**src/rtl/alu_seq_pkg.sv**
```systemverilog
// Shared types and constants for the ALU control-step sequencer:
// state and op-class enums, opcode values and IR field positions.
package alu_seq_pkg;

  localparam int FIELD_W = 4;
  localparam int RA_LSB  = 23;
  localparam int RB_LSB  = 19;
  localparam int RC_LSB  = 15;

  // The encoding is exported on the step output, so it is fixed explicitly.
  typedef enum logic [2:0] {
    ST_IDLE = 3'd0,
    ST_T0   = 3'd1,
    ST_T1   = 3'd2,
    ST_T2   = 3'd3,
    ST_T3   = 3'd4,
    ST_T4   = 3'd5,
    ST_T5   = 3'd6,
    ST_T6   = 3'd7
  } state_e;

  typedef enum logic [1:0] {
    CLS_BIN = 2'd0,
    CLS_UN  = 2'd1,
    CLS_MD  = 2'd2,
    CLS_ILL = 2'd3
  } op_class_e;

  localparam logic [4:0] OP_ADD  = 5'b00011;
  localparam logic [4:0] OP_SUB  = 5'b00100;
  localparam logic [4:0] OP_AND  = 5'b00101;
  localparam logic [4:0] OP_OR   = 5'b00110;
  localparam logic [4:0] OP_ROR  = 5'b00111;
  localparam logic [4:0] OP_ROL  = 5'b01000;
  localparam logic [4:0] OP_SHR  = 5'b01001;
  localparam logic [4:0] OP_SHL  = 5'b01010;
  localparam logic [4:0] OP_SHRA = 5'b01011;
  localparam logic [4:0] OP_MUL  = 5'b01111;
  localparam logic [4:0] OP_DIV  = 5'b10000;
  localparam logic [4:0] OP_NEG  = 5'b10001;
  localparam logic [4:0] OP_NOT  = 5'b10010;

endpackage

```
**src/rtl/alu_step_sequencer_seq_decode.sv**
```systemverilog
// Combinational instruction decode: opcode to op class, and 4-bit register
// fields to one-hot enables (fields at or above NREG select nothing).
module seq_decode
  import alu_seq_pkg::*;
#(
  parameter int NREG  = 16,
  parameter int OPC_W = 5
) (
  input  logic [OPC_W-1:0]   i_opcode,
  input  logic [FIELD_W-1:0] i_ra,
  input  logic [FIELD_W-1:0] i_rb,
  input  logic [FIELD_W-1:0] i_rc,
  output op_class_e          o_class,
  output logic [NREG-1:0]    o_ra_oh,
  output logic [NREG-1:0]    o_rb_oh,
  output logic [NREG-1:0]    o_rc_oh
);

  function automatic logic [NREG-1:0] onehot(input logic [FIELD_W-1:0] f);
    logic [NREG-1:0] v;
    for (int i = 0; i < NREG; i++) begin
      v[i] = (32'(f) == i);
    end
    return v;
  endfunction

  // Opcode classification; anything unlisted is illegal.
  always_comb begin
    case (i_opcode)
      OPC_W'(OP_ADD), OPC_W'(OP_SUB), OPC_W'(OP_AND), OPC_W'(OP_OR),
      OPC_W'(OP_ROR), OPC_W'(OP_ROL), OPC_W'(OP_SHR), OPC_W'(OP_SHL),
      OPC_W'(OP_SHRA):                 o_class = CLS_BIN;
      OPC_W'(OP_NEG), OPC_W'(OP_NOT):  o_class = CLS_UN;
      OPC_W'(OP_MUL), OPC_W'(OP_DIV):  o_class = CLS_MD;
      default:                         o_class = CLS_ILL;
    endcase
  end

  assign o_ra_oh = onehot(i_ra);
  assign o_rb_oh = onehot(i_rb);
  assign o_rc_oh = onehot(i_rc);

endmodule

```
**src/rtl/alu_step_sequencer.sv**
```systemverilog
// Fetch/execute control-step sequencer: walks T0..T6 and decodes the datapath
// bus-drive and register-load strobes from the current step and handshakes.
module alu_step_sequencer
  import alu_seq_pkg::*;
#(
  parameter int DATA_W = 32,
  parameter int NREG   = 16,
  parameter int OPC_W  = 5
) (
  input  logic              clk,
  input  logic              clr,
  input  logic              start,
  input  logic              halt_req,
  input  logic [DATA_W-1:0] ir,
  input  logic              mem_ready,
  input  logic              alu_done,
  output logic              pc_out,
  output logic              zlo_out,
  output logic              zhi_out,
  output logic              mdr_out,
  output logic              mar_in,
  output logic              pc_in,
  output logic              mdr_in,
  output logic              ir_in,
  output logic              y_in,
  output logic              z_in,
  output logic              hi_in,
  output logic              lo_in,
  output logic              inc_pc,
  output logic              read,
  output logic [NREG-1:0]   rout,
  output logic [NREG-1:0]   rin,
  output logic [OPC_W-1:0]  alu_op,
  output logic              busy,
  output logic              illegal,
  output logic [2:0]        step
);

  state_e            r_state;
  logic              r_run;
  logic              w_run_next;
  state_e            w_eoi_state;
  logic [OPC_W-1:0]  w_opcode;
  op_class_e         w_class;
  logic [NREG-1:0]   w_ra_oh;
  logic [NREG-1:0]   w_rb_oh;
  logic [NREG-1:0]   w_rc_oh;
  logic              w_unused;

  assign w_opcode = ir[DATA_W-1 -: OPC_W];
  assign w_unused = ^ir[RC_LSB-1:0];

  seq_decode #(
    .NREG  (NREG),
    .OPC_W (OPC_W)
  ) u_decode (
    .i_opcode (w_opcode),
    .i_ra     (ir[RA_LSB +: FIELD_W]),
    .i_rb     (ir[RB_LSB +: FIELD_W]),
    .i_rc     (ir[RC_LSB +: FIELD_W]),
    .o_class  (w_class),
    .o_ra_oh  (w_ra_oh),
    .o_rb_oh  (w_rb_oh),
    .o_rc_oh  (w_rc_oh)
  );

  // start beats halt_req; the instruction boundary sees this cycle's request.
  assign w_run_next  = start ? 1'b1 : (halt_req ? 1'b0 : r_run);
  assign w_eoi_state = w_run_next ? ST_T0 : ST_IDLE;

  // Step sequencing and run flag.
  always_ff @(posedge clk or posedge clr) begin
    if (clr) begin
      r_state <= ST_IDLE;
      r_run   <= 1'b0;
    end else begin
      r_run <= w_run_next;
      case (r_state)
        ST_IDLE: r_state <= start ? ST_T0 : ST_IDLE;
        ST_T0:   r_state <= ST_T1;
        ST_T1:   r_state <= mem_ready ? ST_T2 : ST_T1;
        ST_T2:   r_state <= ST_T3;
        ST_T3: begin
          case (w_class)
            CLS_BIN, CLS_MD: r_state <= ST_T4;
            CLS_UN:          r_state <= ST_T5;
            default:         r_state <= w_eoi_state;
          endcase
        end
        ST_T4: begin
          if (w_class == CLS_MD && !alu_done) r_state <= ST_T4;
          else                                r_state <= ST_T5;
        end
        ST_T5:   r_state <= (w_class == CLS_MD) ? ST_T6 : w_eoi_state;
        ST_T6:   r_state <= w_eoi_state;
        default: r_state <= ST_IDLE;
      endcase
    end
  end

  // Strobe decode from the current step and the two handshakes.
  always_comb begin
    pc_out  = 1'b0;
    zlo_out = 1'b0;
    zhi_out = 1'b0;
    mdr_out = 1'b0;
    mar_in  = 1'b0;
    pc_in   = 1'b0;
    mdr_in  = 1'b0;
    ir_in   = 1'b0;
    y_in    = 1'b0;
    z_in    = 1'b0;
    hi_in   = 1'b0;
    lo_in   = 1'b0;
    inc_pc  = 1'b0;
    read    = 1'b0;
    illegal = 1'b0;
    rout    = '0;
    rin     = '0;
    alu_op  = '0;
    case (r_state)
      ST_T0: begin
        pc_out = 1'b1;
        mar_in = 1'b1;
        inc_pc = 1'b1;
        z_in   = 1'b1;
      end
      ST_T1: begin
        zlo_out = 1'b1;
        read    = 1'b1;
        pc_in   = mem_ready;
        mdr_in  = mem_ready;
      end
      ST_T2: begin
        mdr_out = 1'b1;
        ir_in   = 1'b1;
      end
      ST_T3: begin
        if (w_class == CLS_ILL) begin
          illegal = 1'b1;
        end else begin
          rout   = w_rb_oh;
          alu_op = w_opcode;
          y_in   = (w_class != CLS_UN);
          z_in   = (w_class == CLS_UN);
        end
      end
      ST_T4: begin
        rout   = w_rc_oh;
        alu_op = w_opcode;
        z_in   = (w_class == CLS_MD) ? alu_done : 1'b1;
      end
      ST_T5: begin
        zlo_out = 1'b1;
        if (w_class == CLS_MD) lo_in = 1'b1;
        else                   rin   = w_ra_oh;
      end
      ST_T6: begin
        zhi_out = 1'b1;
        hi_in   = 1'b1;
      end
      default: begin
        pc_out = 1'b0;
      end
    endcase
  end

  assign busy = (r_state != ST_IDLE);
  assign step = r_state;

endmodule
```
**config.mk**
```make
export PLATFORM = sky130hd
export DESIGN_NAME = alu_step_sequencer
export DESIGN_NICKNAME = d
export VERILOG_FILES = /design/src/rtl/alu_seq_pkg.sv /design/src/rtl/alu_step_sequencer_seq_decode.sv /design/src/rtl/alu_step_sequencer.sv
export SDC_FILE = /design/constraint.sdc
export NUM_CORES = 1
export LEC_CHECK = 0
export BUFFER_PORTS_ARGS = -buffer_cell sky130_fd_sc_hd__buf_4
export CAP_MARGIN = 20
export CORE_AREA = 2 2 54 56
export CTS_CLUSTER_DIAMETER = 150
export CTS_CLUSTER_SIZE = 16
export DETAILED_ROUTE_END_ITERATION = 10
export DIE_AREA = 0 0 56 58
export PLACE_DENSITY = 0.87
export SYNTH_ARGS = -nofsm -noshare
export SYNTH_HDL_FRONTEND = slang
export SYNTH_SLANG_ARGS = --single-unit
export TNS_END_PERCENT = 100
```
**constraint.sdc**
```tcl
create_clock -name clk -period 5.4 [get_ports clk]
set_clock_uncertainty 0.15 [all_clocks]
set_input_delay 0.81 -clock clk [delete_from_list [all_inputs] [get_ports clk]]
set_output_delay 0.81 -clock clk [all_outputs]
set_load 0.01 [all_outputs]
```
==> metrics <==
number of port buffers between 70 and 80; highest clock rate between 200 and 300 MHz; DRC Markers 0; Net Sw Frac roughly 49%; nets between 200 and 300; via/cell ratio ~5.3; cell-internal power about 0.19 mW; Slew Viols, Final 0; Power Density roughly 220 nW/µm²; Hold Path Class in -> async; GP Congestion just over 0.9; drt total wl 3.417 mm; Mapped Cells 170; clock share of power 10.7%; grt ovf 0; max cap viols 0; clock-pin slew on the worst setup and hold paths ~0.04 ns; Synth async-reset ratio between 90% and 100%; Cell variety after synth 40; Worst setup SP type primary input; pin count of the biggest net entering global routing 19; Initial Utilization about two fifths; DR WL/cell around 13 µm; Layout area overhead 56.20%; Die Ht 58 µm; final hold vios 0; final setup fails 0; post-synthesis sequential area ratio under 10%; post-cts resize count 0; initial drt markers 49; Post-CTS Setup Bufs 0; fin cells 270; hold_buf cts 0; leading register cell type out of synthesis dfrtp_1; GRT Util Overall 21.46%; Worst path most repeated cell buf_4; hold slack final 0.3053 ns; dpl cells 267; synth warn 0; crit-path max cell delay approximately 0.67 ns; clk_lat worst skew 0.24 ns; initial antenna violation count 0; # IOs 94; Clock Tree Buf Depth 2; Max FO, Critical Path 6; Final TNS setup 0 ns; CTS buffer count 3; Yosys reg bits 4; diode count 0; CP Capture Type primary output; status completed; Slowest-stage cell, CP a211oi_1; Slew @ Worst Pin between 0.7 and 0.8 ns; Peak VDD IR roughly 140 µV; crit-path cells buf_4, inv_1, ha_1, nor2_1, o21ai_1, a211oi_1, nor3b_1, buf_4; RR Startpoint step[2]; via count about 1,400; sw power 0.1746 mW; relative slew slack between 40 and 50%; P_leak 0.7502 nW; critical path arrival around 2.4 ns; TritonRoute pass-1 iters 4; layout cells sized above 1 a little over a third; FP Rows 19; Seq pwr share 19.0%; H-tree depth 1; Tot Pwr 0.3599 mW; Avg Inst Size Synth 6.050 µm²; TritonCTS Sinks 4; core box area roughly 2700 µm²; remaining antenna violation count 0; Syn Nets between 200 and 250; synthesized area between 1000 and 1500 µm²; worst setup path start ir[27]; Comb pwr share between 70% and 80%; TritonCTS clock tree built; critical path required time approximately 4.4 ns; clock root cell clkbuf_4; Crit Path Class in -> out; unrepaired setup endpoints after global routing false; number of global-route vias before repair about 1,300; Post-synth EDFFs 0; DP Wirelength approximately 2.8 mm; Die X 56 µm; first-pass GRT wire length about 5.7 mm; die area between 3000 and 4000 µm²; Final min period approximately 3.4 ns; period utilization a little over three fifths
==> worst paths after layout <==
kind                                  end  slack (ns)  cells after the start
min in group clk                    r_run        0.34                      1
worst max-delay path            alu_op[3]        2.01                      8
worst min-delay path              step[1]        0.31                      2
worst max register to register    step[0]        3.73                      3
max in group asynchronous         step[2]        4.64                      2
worst min register to register      r_run        0.34                      1
==> final cells by class <==
type	count	area, µm²
repair buffers	78	585.6
multi-input cells	144	822.0
clock buffers	3	22.52
well taps	31	38.79
flip-flops and latches	4	100.1
inverters	10	37.54
fillers	264	1056
==> state kept, by name (all words and copies together) (netlist names) <==
signal and cells:
step 3, r_run 1
==> synthesized netlist by cell type (2+ instances only) <==
cell       n  area share (%)
inv_1     10             3.7
nor3b_1    7             5.1
nand4_1    6             3.7
nor3_1    10             4.9
ha_1       2             2.4
nor2b_1   11             6.7
nand3b_1   6             4.4
nand2b_1   5             3.0
buf_2      3             1.5
nand2_1   16             5.8
nor2_1    21             7.7
buf_4      5             3.7
clkbuf_1   3             1.1
dfrtp_1    4             9.7
o21ai_0   17             8.3
nand3_1   17             8.3
a21o_1     3             2.2
and2_1     2             1.2
==> placed cells by master (no fill, tap or decap), drive strengths merged <==
master and instances:
a211o 1, a211oi 1, a21boi 1, a21o 3, a21oi 1, a31o 1, a31oi 1, a41oi 1
and2 2, and3 1, and4bb 1, buf 78, clkbuf 3, dfrtp 4, ha 2, inv 10
nand2 16, nand2b 5, nand3 17, nand3b 6, nand4 6, nand4b 1, nor2 22, nor2b 11
nor3 10, nor3b 7, o21ai 18, o21ba 1, o21bai 1, o221ai 1, o22ai 1, o31a 1
o31ai 1, or2 1, or2b 1, or4b 1
==> logic make-up (layout without fill, tap and decap cells) <==
| kind of cell | count (synthesis) | in the layout | share of synthesized area (%) |
|---|---|---|---|
| and+or+nand+nor | 108 | 108 | 56.33 |
| AOI/OAI and AO/OA | 34 | 34 | 21.17 |
| buffers and inverters | 22 | 91 | 10.34 |
| DFF | 4 | 4 | 9.733 |
| adders and majority gates | 2 | 2 | 2.433 |
==> power groups by stage <==
stage	Clock (mW)	Combinational (mW)	Sequential (mW)
6_report	0.0387	0.253	0.0683
5_1_grt	0.0417	0.276	0.0726
4_1_cts	0.0392	0.255	0.0676
3_5_place_dp	0	0.254	0.0679
3_3_place_gp	0	0.248	0.0679
2_1_floorplan	0	0.166	0.0514
==> critical path, delay by kind of cell <==
| kind | cells | cell delay, ns |
|---|---|---|
| AO/OA/AOI/OAI | 2 | 0.76 |
| adder cells (fa/ha/maj) | 1 | 0.32 |
| AND/OR/NAND/NOR | 2 | 0.23 |
| buffers and inverters | 3 | 0.30 |
==> layer usage <==
layer / GRT usage (%) / up-vias / wire, µm / part of all wire, %
met3: 4.018 / 9 / 226 / 6.6
met5: 0 / - / 0 / 0
met4: 9.524 / 0 / 68 / 2.0
met1: 26.43 / 637 / 1426 / 42
li1: - / 738 / - / -
met2: 36.64 / 54 / 1695 / 50
==> per-stage QoR <==
stage	area [µm²]	utilization, %	setup WS (ns)
after global routing	1607	60.34	1.840
after floorplan	1028	-	2.465
final	1607	60.34	2.013
after detailed placement	1584	59.49	2.028
after global placement	1584	59.49	2.068
after CTS	1607	60.34	2.005
Power figures use the tool's default switching activity.
